$ cat config.mk
export PLATFORM = sky130hd
export DESIGN_NAME = systolic_serial_tx
export DESIGN_NICKNAME = d
export VERILOG_FILES = /design/src/rtl/systolic_serial_pkg.sv /design/src/rtl/serial_bit_timer.sv /design/src/rtl/systolic_serial_tx.sv
export SDC_FILE = /design/constraint.sdc
export NUM_CORES = 1
export LEC_CHECK = 0
export BUFFER_PORTS_ARGS = -buffer_cell sky130_fd_sc_hd__buf_2
export CORE_ASPECT_RATIO = 0.5
export CORE_MARGIN = 2
export CORE_UTILIZATION = 57
export DETAILED_ROUTE_END_ITERATION = 16
export PLACE_DENSITY = 0.94
export SETUP_SLACK_MARGIN = 0.05
export SKIP_CTS_REPAIR_TIMING = 1
export SKIP_LAST_GASP = 1
export SLEW_MARGIN = 20
export SYNTH_ARGS = -nofsm -noshare
export SYNTH_HDL_FRONTEND = slang
export SYNTH_SLANG_ARGS = --single-unit
$ cat constraint.sdc
create_clock -name clk_i -period 3.4 [get_ports clk_i]
set_input_delay 0.34 -clock clk_i [delete_from_list [all_inputs] [get_ports clk_i]]
set_output_delay 0.34 -clock clk_i [all_outputs]
set_load 0.05 [all_outputs]
$ cat src/rtl/systolic_serial_pkg.sv
// Shared defaults, frame sizing and the tx state encoding for the systolic operand serializer.
package systolic_serial_pkg;

  localparam int DATA_W_DEF = 8;
  localparam int N_DEF      = 4;

  function automatic int frame_bits(input int n, input int w);
    return n * n * w;
  endfunction

  typedef enum logic {
    IDLE  = 1'b0,
    SHIFT = 1'b1
  } tx_state_e;

endpackage

$ cat src/rtl/serial_bit_timer.sv
// Half-period timer for the serial clock: counts CLK_DIV system cycles per half period and flags
// whether the wrap is a rising or falling serial-clock edge. Held cleared while disabled.
module serial_bit_timer #(
  parameter int CLK_DIV = 1
) (
  input  logic clk_i,
  input  logic rst_n_i,
  input  logic en_i,
  output logic rise_tick_o,
  output logic fall_tick_o
);

  localparam int HW = (CLK_DIV > 1) ? $clog2(CLK_DIV) : 1;

  logic [HW-1:0] hcnt_q, hcnt_d;
  logic          phase_q, phase_d;
  logic          wrap;

  assign wrap = en_i && (hcnt_q == HW'(CLK_DIV - 1));

  // phase_q mirrors the serial clock level so a wrap can be classified as rise or fall
  always_comb begin
    hcnt_d  = hcnt_q;
    phase_d = phase_q;
    if (!en_i) begin
      hcnt_d  = '0;
      phase_d = 1'b0;
    end else if (wrap) begin
      hcnt_d  = '0;
      phase_d = ~phase_q;
    end else begin
      hcnt_d  = hcnt_q + 1'b1;
    end
  end

  always_ff @(posedge clk_i) begin
    if (!rst_n_i) begin
      hcnt_q  <= '0;
      phase_q <= 1'b0;
    end else begin
      hcnt_q  <= hcnt_d;
      phase_q <= phase_d;
    end
  end

  assign rise_tick_o = wrap && !phase_q;
  assign fall_tick_o = wrap &&  phase_q;

endmodule

$ cat src/rtl/systolic_serial_tx.sv
// Parallel-in, frame-synchronous serial-out operand serializer: element-major, MSB-first,
// data launched on the falling serial-clock edge so the receiver samples mid-bit on the rise.
module systolic_serial_tx
  import systolic_serial_pkg::*;
#(
  parameter int DATA_W  = DATA_W_DEF,
  parameter int N       = N_DEF,
  parameter int CLK_DIV = 1
) (
  input  logic                    clk_i,
  input  logic                    rst_n_i,
  input  logic                    mat_valid_i,
  output logic                    mat_ready_o,
  input  logic [N*N*DATA_W-1:0]   mat_data_i,
  output logic                    ser_data_o,
  output logic                    ser_clk_o,
  output logic                    ser_frame_sync_o,
  output logic                    busy_o,
  output logic                    frame_done_o
);

  localparam int FB = frame_bits(N, DATA_W);
  localparam int BW = (FB > 1) ? $clog2(FB) : 1;

  // Reorder so the stream's first bit (element 0, MSB) sits at the top of the shift register
  function automatic logic [FB-1:0] to_stream(input logic [FB-1:0] m);
    logic [FB-1:0] s;
    s = '0;
    for (int k = 0; k < N * N; k++) begin
      for (int j = 0; j < DATA_W; j++) begin
        s[FB - DATA_W - k * DATA_W + j] = m[k * DATA_W + j];
      end
    end
    return s;
  endfunction

  tx_state_e     state_q, state_d;
  logic [FB-1:0] shreg_q, shreg_d;
  logic [BW-1:0] bcnt_q, bcnt_d;
  logic          ser_data_q, ser_data_d;
  logic          ser_clk_q, ser_clk_d;
  logic          sync_q, sync_d;
  logic          done_q, done_d;

  logic [FB-1:0] stream;
  logic          accept;
  logic          rise_tick, fall_tick;
  logic          last_fall;

  assign stream    = to_stream(mat_data_i);
  assign accept    = mat_valid_i && (state_q == IDLE);
  assign last_fall = fall_tick && (bcnt_q == BW'(FB - 1));

  serial_bit_timer #(
    .CLK_DIV (CLK_DIV)
  ) u_timer (
    .clk_i       (clk_i),
    .rst_n_i     (rst_n_i),
    .en_i        (state_q == SHIFT),
    .rise_tick_o (rise_tick),
    .fall_tick_o (fall_tick)
  );

  always_ff @(posedge clk_i) begin
    if (!rst_n_i) begin
      state_q <= IDLE;
    end else begin
      state_q <= state_d;
    end
  end

  always_comb begin
    state_d = state_q;
    case (state_q)
      IDLE:    if (accept)    state_d = SHIFT;
      SHIFT:   if (last_fall) state_d = IDLE;
      default: state_d = IDLE;
    endcase
  end

  always_comb begin
    mat_ready_o = (state_q == IDLE);
    busy_o      = (state_q == SHIFT);
  end

  always_comb begin
    shreg_d    = shreg_q;
    bcnt_d     = bcnt_q;
    ser_data_d = ser_data_q;
    ser_clk_d  = ser_clk_q;
    sync_d     = sync_q;
    done_d     = 1'b0;
    if (state_q == IDLE) begin
      ser_clk_d  = 1'b0;
      ser_data_d = 1'b0;
      sync_d     = 1'b0;
      bcnt_d     = '0;
      if (accept) begin
        shreg_d    = stream;
        ser_data_d = stream[FB-1];
        sync_d     = 1'b1;
      end
    end else begin
      if (rise_tick) ser_clk_d = 1'b1;
      if (fall_tick) begin
        ser_clk_d = 1'b0;
        sync_d    = 1'b0;
        if (last_fall) begin
          ser_data_d = 1'b0;
          shreg_d    = '0;
          bcnt_d     = '0;
          done_d     = 1'b1;
        end else begin
          ser_data_d = shreg_q[FB-2];
          shreg_d    = shreg_q << 1;
          bcnt_d     = bcnt_q + 1'b1;
        end
      end
    end
  end

  always_ff @(posedge clk_i) begin
    if (!rst_n_i) begin
      shreg_q    <= '0;
      bcnt_q     <= '0;
      ser_data_q <= 1'b0;
      ser_clk_q  <= 1'b0;
      sync_q     <= 1'b0;
      done_q     <= 1'b0;
    end else begin
      shreg_q    <= shreg_d;
      bcnt_q     <= bcnt_d;
      ser_data_q <= ser_data_d;
      ser_clk_q  <= ser_clk_d;
      sync_q     <= sync_d;
      done_q     <= done_d;
    end
  end

  assign ser_data_o       = ser_data_q;
  assign ser_clk_o        = ser_clk_q;
  assign ser_frame_sync_o = sync_q;
  assign frame_done_o     = done_q;

endmodule

### Yosys cells after proc, flatten, opt, wreduce, memory -nomap -nowiden

Cells that the tools add are included.

* flip-flop bits (word level): 141
* output and inout port bits: 6
* bits of input ports: 131
* word-level logic and storage cells: 44

* equality and inequality tests: 2
* reduce and logical (&&, ||, !) cells: 12
* bitwise gates (word level): 4
* mux-type cells: 15
* add/subtract/negate cells: 2

Operators by type and width (number)
* $mux 127: 4
* $mux 1: 9
* $add 7x1->7 const B: 1
* $eq 7x7->1 const B: 1
* $mux 7: 1
* $reduce_or 3->1: 2
* $logic_and 1x1->1: 5
* $not 1->1: 4
* $reduce_and 2->1: 2
* $reduce_and 3->1: 1
* $ne 2x1->1 const B: 1
* $pmux 1 s2: 1
* $reduce_bool 2->1: 1
* $add 1x1->1 const B: 1
* $logic_not 1->1: 1

### Logic depth before layout (Yosys ltp)

* depth in word-level cells: 7
* gate-level depth with buffers: 7
* mapped depth without buffers: 5

### Hierarchy

A second synthesis with hierarchy kept.

* cell total of the unflattened synthesis: 804
* area, all modules: 7413.4 sq um

By module, submodules not included
* systolic_serial_tx: cells an instance 797, seq. area each 2782.7 sq um, area an instance 7337.0 sq um, instances 1
* serial_bit_timer: cells an instance 7, seq. area each 40.0 sq um, area an instance 76.3 sq um, instances 1

### Least setup slack after synthesis

Ideal clock, no wire load.

* kind: flip-flop to flip-flop
* start: register state_q, in the netlist busy_o
* end: register shreg_q[46]
* data required time: 3335 ps
* arrival: 1934 ps
* setup time: 65 ps
* stages on the path, launching flop included: 8
* period minus slack after synthesis: 2000 ps
* slack: 1400 ps
* path buffers: 3
* path through: dfxtp_1 buf_2 inv_1 o21ai_4 buf_4 buf_2 a222oi_1 nor2b_1

* elaborated cells between the ends (all ways): 11
* classes of those cells: 1 x eq/ne; 3 x mux; 1 x bitwise; 6 x reduce/logical

RTL lines
* start, declared: RTL line systolic_serial_tx.sv:37 `tx_state_e state_q, state_d;`
* start signal, assigned: RTL line systolic_serial_tx.sv:68 `state_q <= state_d;`
* $not 1->1 (no source line)
* net mat_ready_o: RTL line systolic_serial_tx.sv:13 `output logic mat_ready_o,`
* $logic_and 1x1->1: RTL line systolic_serial_tx.sv:51 `assign accept = mat_valid_i && (state_q == IDLE);`
* $reduce_bool 2->1 (no source line)
* $reduce_and 2->1 (no source line)
* end signal, assigned: RTL line systolic_serial_tx.sv:131 `shreg_q <= shreg_d;`
* end, declared: RTL line systolic_serial_tx.sv:38 `logic [FB-1:0] shreg_q, shreg_d;`

The timed path passes the listed nets, and every way through them passes these cells. The select of a mux whose other input is x is not followed.
A chain may end at the register's enable or synchronous reset.

### Worst setup path in the final report

* start: register bcnt_q[0]
* end: register shreg_q[95]

* longest elaborated chain between the ends: 5

Ends and longest elaborated chain
* start, declared: RTL line systolic_serial_tx.sv:39 `logic [BW-1:0] bcnt_q, bcnt_d;`
* start signal, assigned: RTL line systolic_serial_tx.sv:132 `bcnt_q <= bcnt_d;`
* $eq 7x7->1: RTL line systolic_serial_tx.sv:52 `assign last_fall = fall_tick && (bcnt_q == BW'(FB - 1));`
* $logic_and 1x1->1: RTL line systolic_serial_tx.sv:52
* $mux 127: RTL line systolic_serial_tx.sv:108 `if (last_fall) begin`
* $mux 127: RTL line systolic_serial_tx.sv:105 `if (fall_tick) begin`
* $mux 127: RTL line systolic_serial_tx.sv:93 `if (state_q == IDLE) begin`

Every way passes these cells. The select of a mux whose other input is x is not followed.

==> metrics.md <==
| Metric | Value |
|---|---|
| Post-synth top flop | dfxtp_1 |
| Die Wd | ~140 um |
| Slowest-stage cell, CP | a21oi_4 |
| Vias in the first global route | 4435 |
| Placed cell count | between 700 and 800 |
| Final period util | around two thirds |
| Fmax | ~440 MHz |
| Iteration-0 DRC Markers | 800 |
| Fin nets | between 700 and 800 |
| Routed len/inst | 17.15 um |
| Critical path's largest stage delay | approximately 590 ps |
| Adder-cell area share of the yosys netlist | less than 1% |
| Grt met2 use | between 40% and 50% |
| Core Area | approximately 9400 um^2 |
| Fin. Hold Viols | 0 |
| Worst slew margin | between 50% and 60% |
| Layout Skew | between 7 and 8 ps |
| Initial core utilization | 58.59% |
| Crit path DAT | 2620 ps |
| CTS tree | built |
| Pin count of the biggest net entering global routing | 83 |
| Min cycle time layout | ~2300 ps |
| Multi-input logic area | around 2400 um^2 |
| Area Overhead vs Synth | 23.86% |
| Mapped Cells | between 500 and 600 |
| Final setup viols | 0 |
| Commonest non-fill, non-tap cell in the layout | dfxtp_1 |
| Final global-route overflow total | 0 |
| Worst hold margin | roughly 200 ps |
| Vias | between 4000 and 5000 |
| Post-synthesis xor/xnor area fraction | less than 1% |
| Gr busiest metal | met2 |
| CTS sink cnt | 141 |
| Die area | around 11000 um^2 |
| Setup TNS | 0 ps |
| Sequential cell area fraction in the yosys report | about half |
| Worst Setup Path Type | register to register |
| Syn nets | approximately 640 |
| CP max FO | 32 |
| Power per cell area | just over 600 nW/um^2 |
| Die H | about 74 um |
| Layout cell share with drive strength beyond 1 | between 20% and 30% |
| Worst endpoint required time | 3730 ps |
| GR Util met1 | between 30% and 40% |
| Detail Placement HPWL | about 8000 um |
| Num rows | 25 |
| GPL Wtd Cong | ~0.78 |
| H-Tree Depth | 4 |
| Worst hold path class | primary input to register |
| Setup crit start kind | register |
| CP delay by family, top | compound AO/OA/AOI/OAI gates |
| Status | completed |
| Synth Area in Compound Gates | around a quarter |
| Async S/R FF share, synth | 0% |
| Final routed DRC violation total | 0 |
| Total I/O pin count | around 140 |
| Worst slew pin tran | around 750 ps |
| CP Cell Sequence | ha_1 > and4b_2 > a21oi_4 > buf_4 > a222oi_1 > nor2b_1 |
| Num CTS Buffers | 17 |
| Clock slew seen by the registers of the worst setup and hold paths | approximately 60 ps |
| Multiplexer share of the synthesized area | 0% |
| LEAKAGE | roughly 2.6 nW |
| Sequential cell area | roughly 2800 um^2 |
| Crit path capture type | register |
| Simple-gate share of the synthesized area | 18.01% |
| Via-per-instance ratio | 6.317 |
| Seq cells post-synth | approximately 140 |
| Largest family of logic cells by synthesized area | compound AO/OA/AOI/OAI gates |
| Port bufs | 136 |
| Met3 usage | 5.411% |
| Detailed Routing Iterations Pass 1 | 11 |
| Commonest non-fill, non-tap cells in the layout | dfxtp_1 (141), buf_2 (136), nor2b_1 (129) |
| First-pass GRT wire length | ~20000 um |
| Root buf cell | clkbuf_16 |
| VDD IR max | between 0.4 and 0.5 mV |
| Post-synth EDFFs | 0 |
| Skew-Pair Late Insertion Delay | ~400 ps |
| Syn avg cell area | around 11 um^2 |
| Maxcap violations | 0 |
| WL final | roughly 13000 um |
| Fillers | ~650 |
| Initial antenna violation count | 0 |
| Synth unique cells | 33 |
| Post-Layout Cell Count | approximately 760 |
| Final Max Tran Viols | 0 |
| Routed Antenna Nets | 0 |
| Unrepaired setup endpoints after global routing | false |
| Mapped Area | between 5000 and 6000 um^2 |
| # diodes | 0 |
| GRT Util Overall | 24.37% |
| Bufs and invs on worst path | 1 |
| Yosys synthesis warning count | 0 |
| Clk buf depth | 2 |
[power breakdown]
group,total [W],switching [W],leakage [nW],internal [W]
registers,0.00179,0.0000527,1.16,0.00174
clock network,0.00198,0.000679,0.311,0.00130
logic,0.000395,0.000195,1.12,0.000200
[state kept, by name, summed over array words and instances, names as in the netlist]
name,flops
bcnt_q,7
busy_o,1
frame_done_o,1
ser_clk_o,1
ser_data_o,1
ser_frame_sync_o,1
shreg_q,127
u_timer.hcnt_q,1
u_timer.phase_q,1
[worst paths after layout]
kind | slack (ps) | start | end | depth (start not counted)
worst min register to register | 520 | bcnt_q[5] | bcnt_q[5] | 2
worst max-delay path | 1110 | bcnt_q[0] | shreg_q[95] | 6
worst max register to register | 1110 | bcnt_q[0] | shreg_q[95] | 6
worst min-delay path | 200 | mat_data_i[40] | shreg_q[80] | 3
[synth_stat cells, drive strengths merged, types with 2 or more instances]
library cell	n	share of area [%]
a31oi	3	0.34
nor2b	130	15
nand4	2	0.23
and3	2	0.23
clkbuf	21	1.4
xor2	2	0.32
nand3b	2	0.27
nor3	5	0.45
buf	35	3.7
nor2	3	0.20
and2	2	0.23
o21ai	4	0.57
nand2	10	0.68
a222oi	126	23
a21oi	6	0.75
dfxtp	141	51
[cell families (layout without fill, tap and decap cells)]
| group | after synthesis | in the layout |
|---|---|---|
| DFF | 141 | 141 |
| other | 1 | 1 |
| xor gates and xnor gates | 3 | 3 |
| buffers and inverters | 57 | 179 |
| AOI/OAI and AO/OA | 141 | 141 |
| and+or+nand+nor | 163 | 163 |
| adders and majority gates | 1 | 1 |
[layer usage]
| layer | vias up | wire (um) |
|---|---|---|
| met4 | 0 | 184 |
| met5 | - | 0 |
| met2 | 231 | 6361 |
| met3 | 18 | 994 |
| met1 | 2326 | 5564 |
| li1 | 2251 | - |
[metrics by stage]
step / power (W) / cell area [um^2] / utilization, % / setup WS (ps)
2_1_floorplan: 0.002085 / 5517 / - / 1400
3_5_place_dp: 0.002211 / 6190 / 65.74 / 1177
6_report: 0.004168 / 6833 / 72.57 / 1114
3_3_place_gp: 0.002197 / 6190 / 65.74 / 1265
4_1_cts: 0.004187 / 6833 / 72.57 / 1147
5_1_grt: 0.004308 / 6833 / 72.57 / 986.3
[cell type report]
class | count | share of cell area (%)
Clock buffer | 21 | 7.032
Clock inverter | 11 | 2.381
Inverter | 1 | 0.05494
Multi-Input combinational cell | 309 | 35.32
Sequential cell | 141 | 41.31
Tap cell | 135 | 2.472
Timing Repair Buffer | 146 | 11.43
[worst register-to-register path: stages (launching register included)]
cell and delay (ps):
dfxtp_1 360, ha_1 270, and4b_2 270, a21oi_4 590
buf_4 440, a222oi_1 130, nor2b_1 170
(Power assumes the default switching activity.)
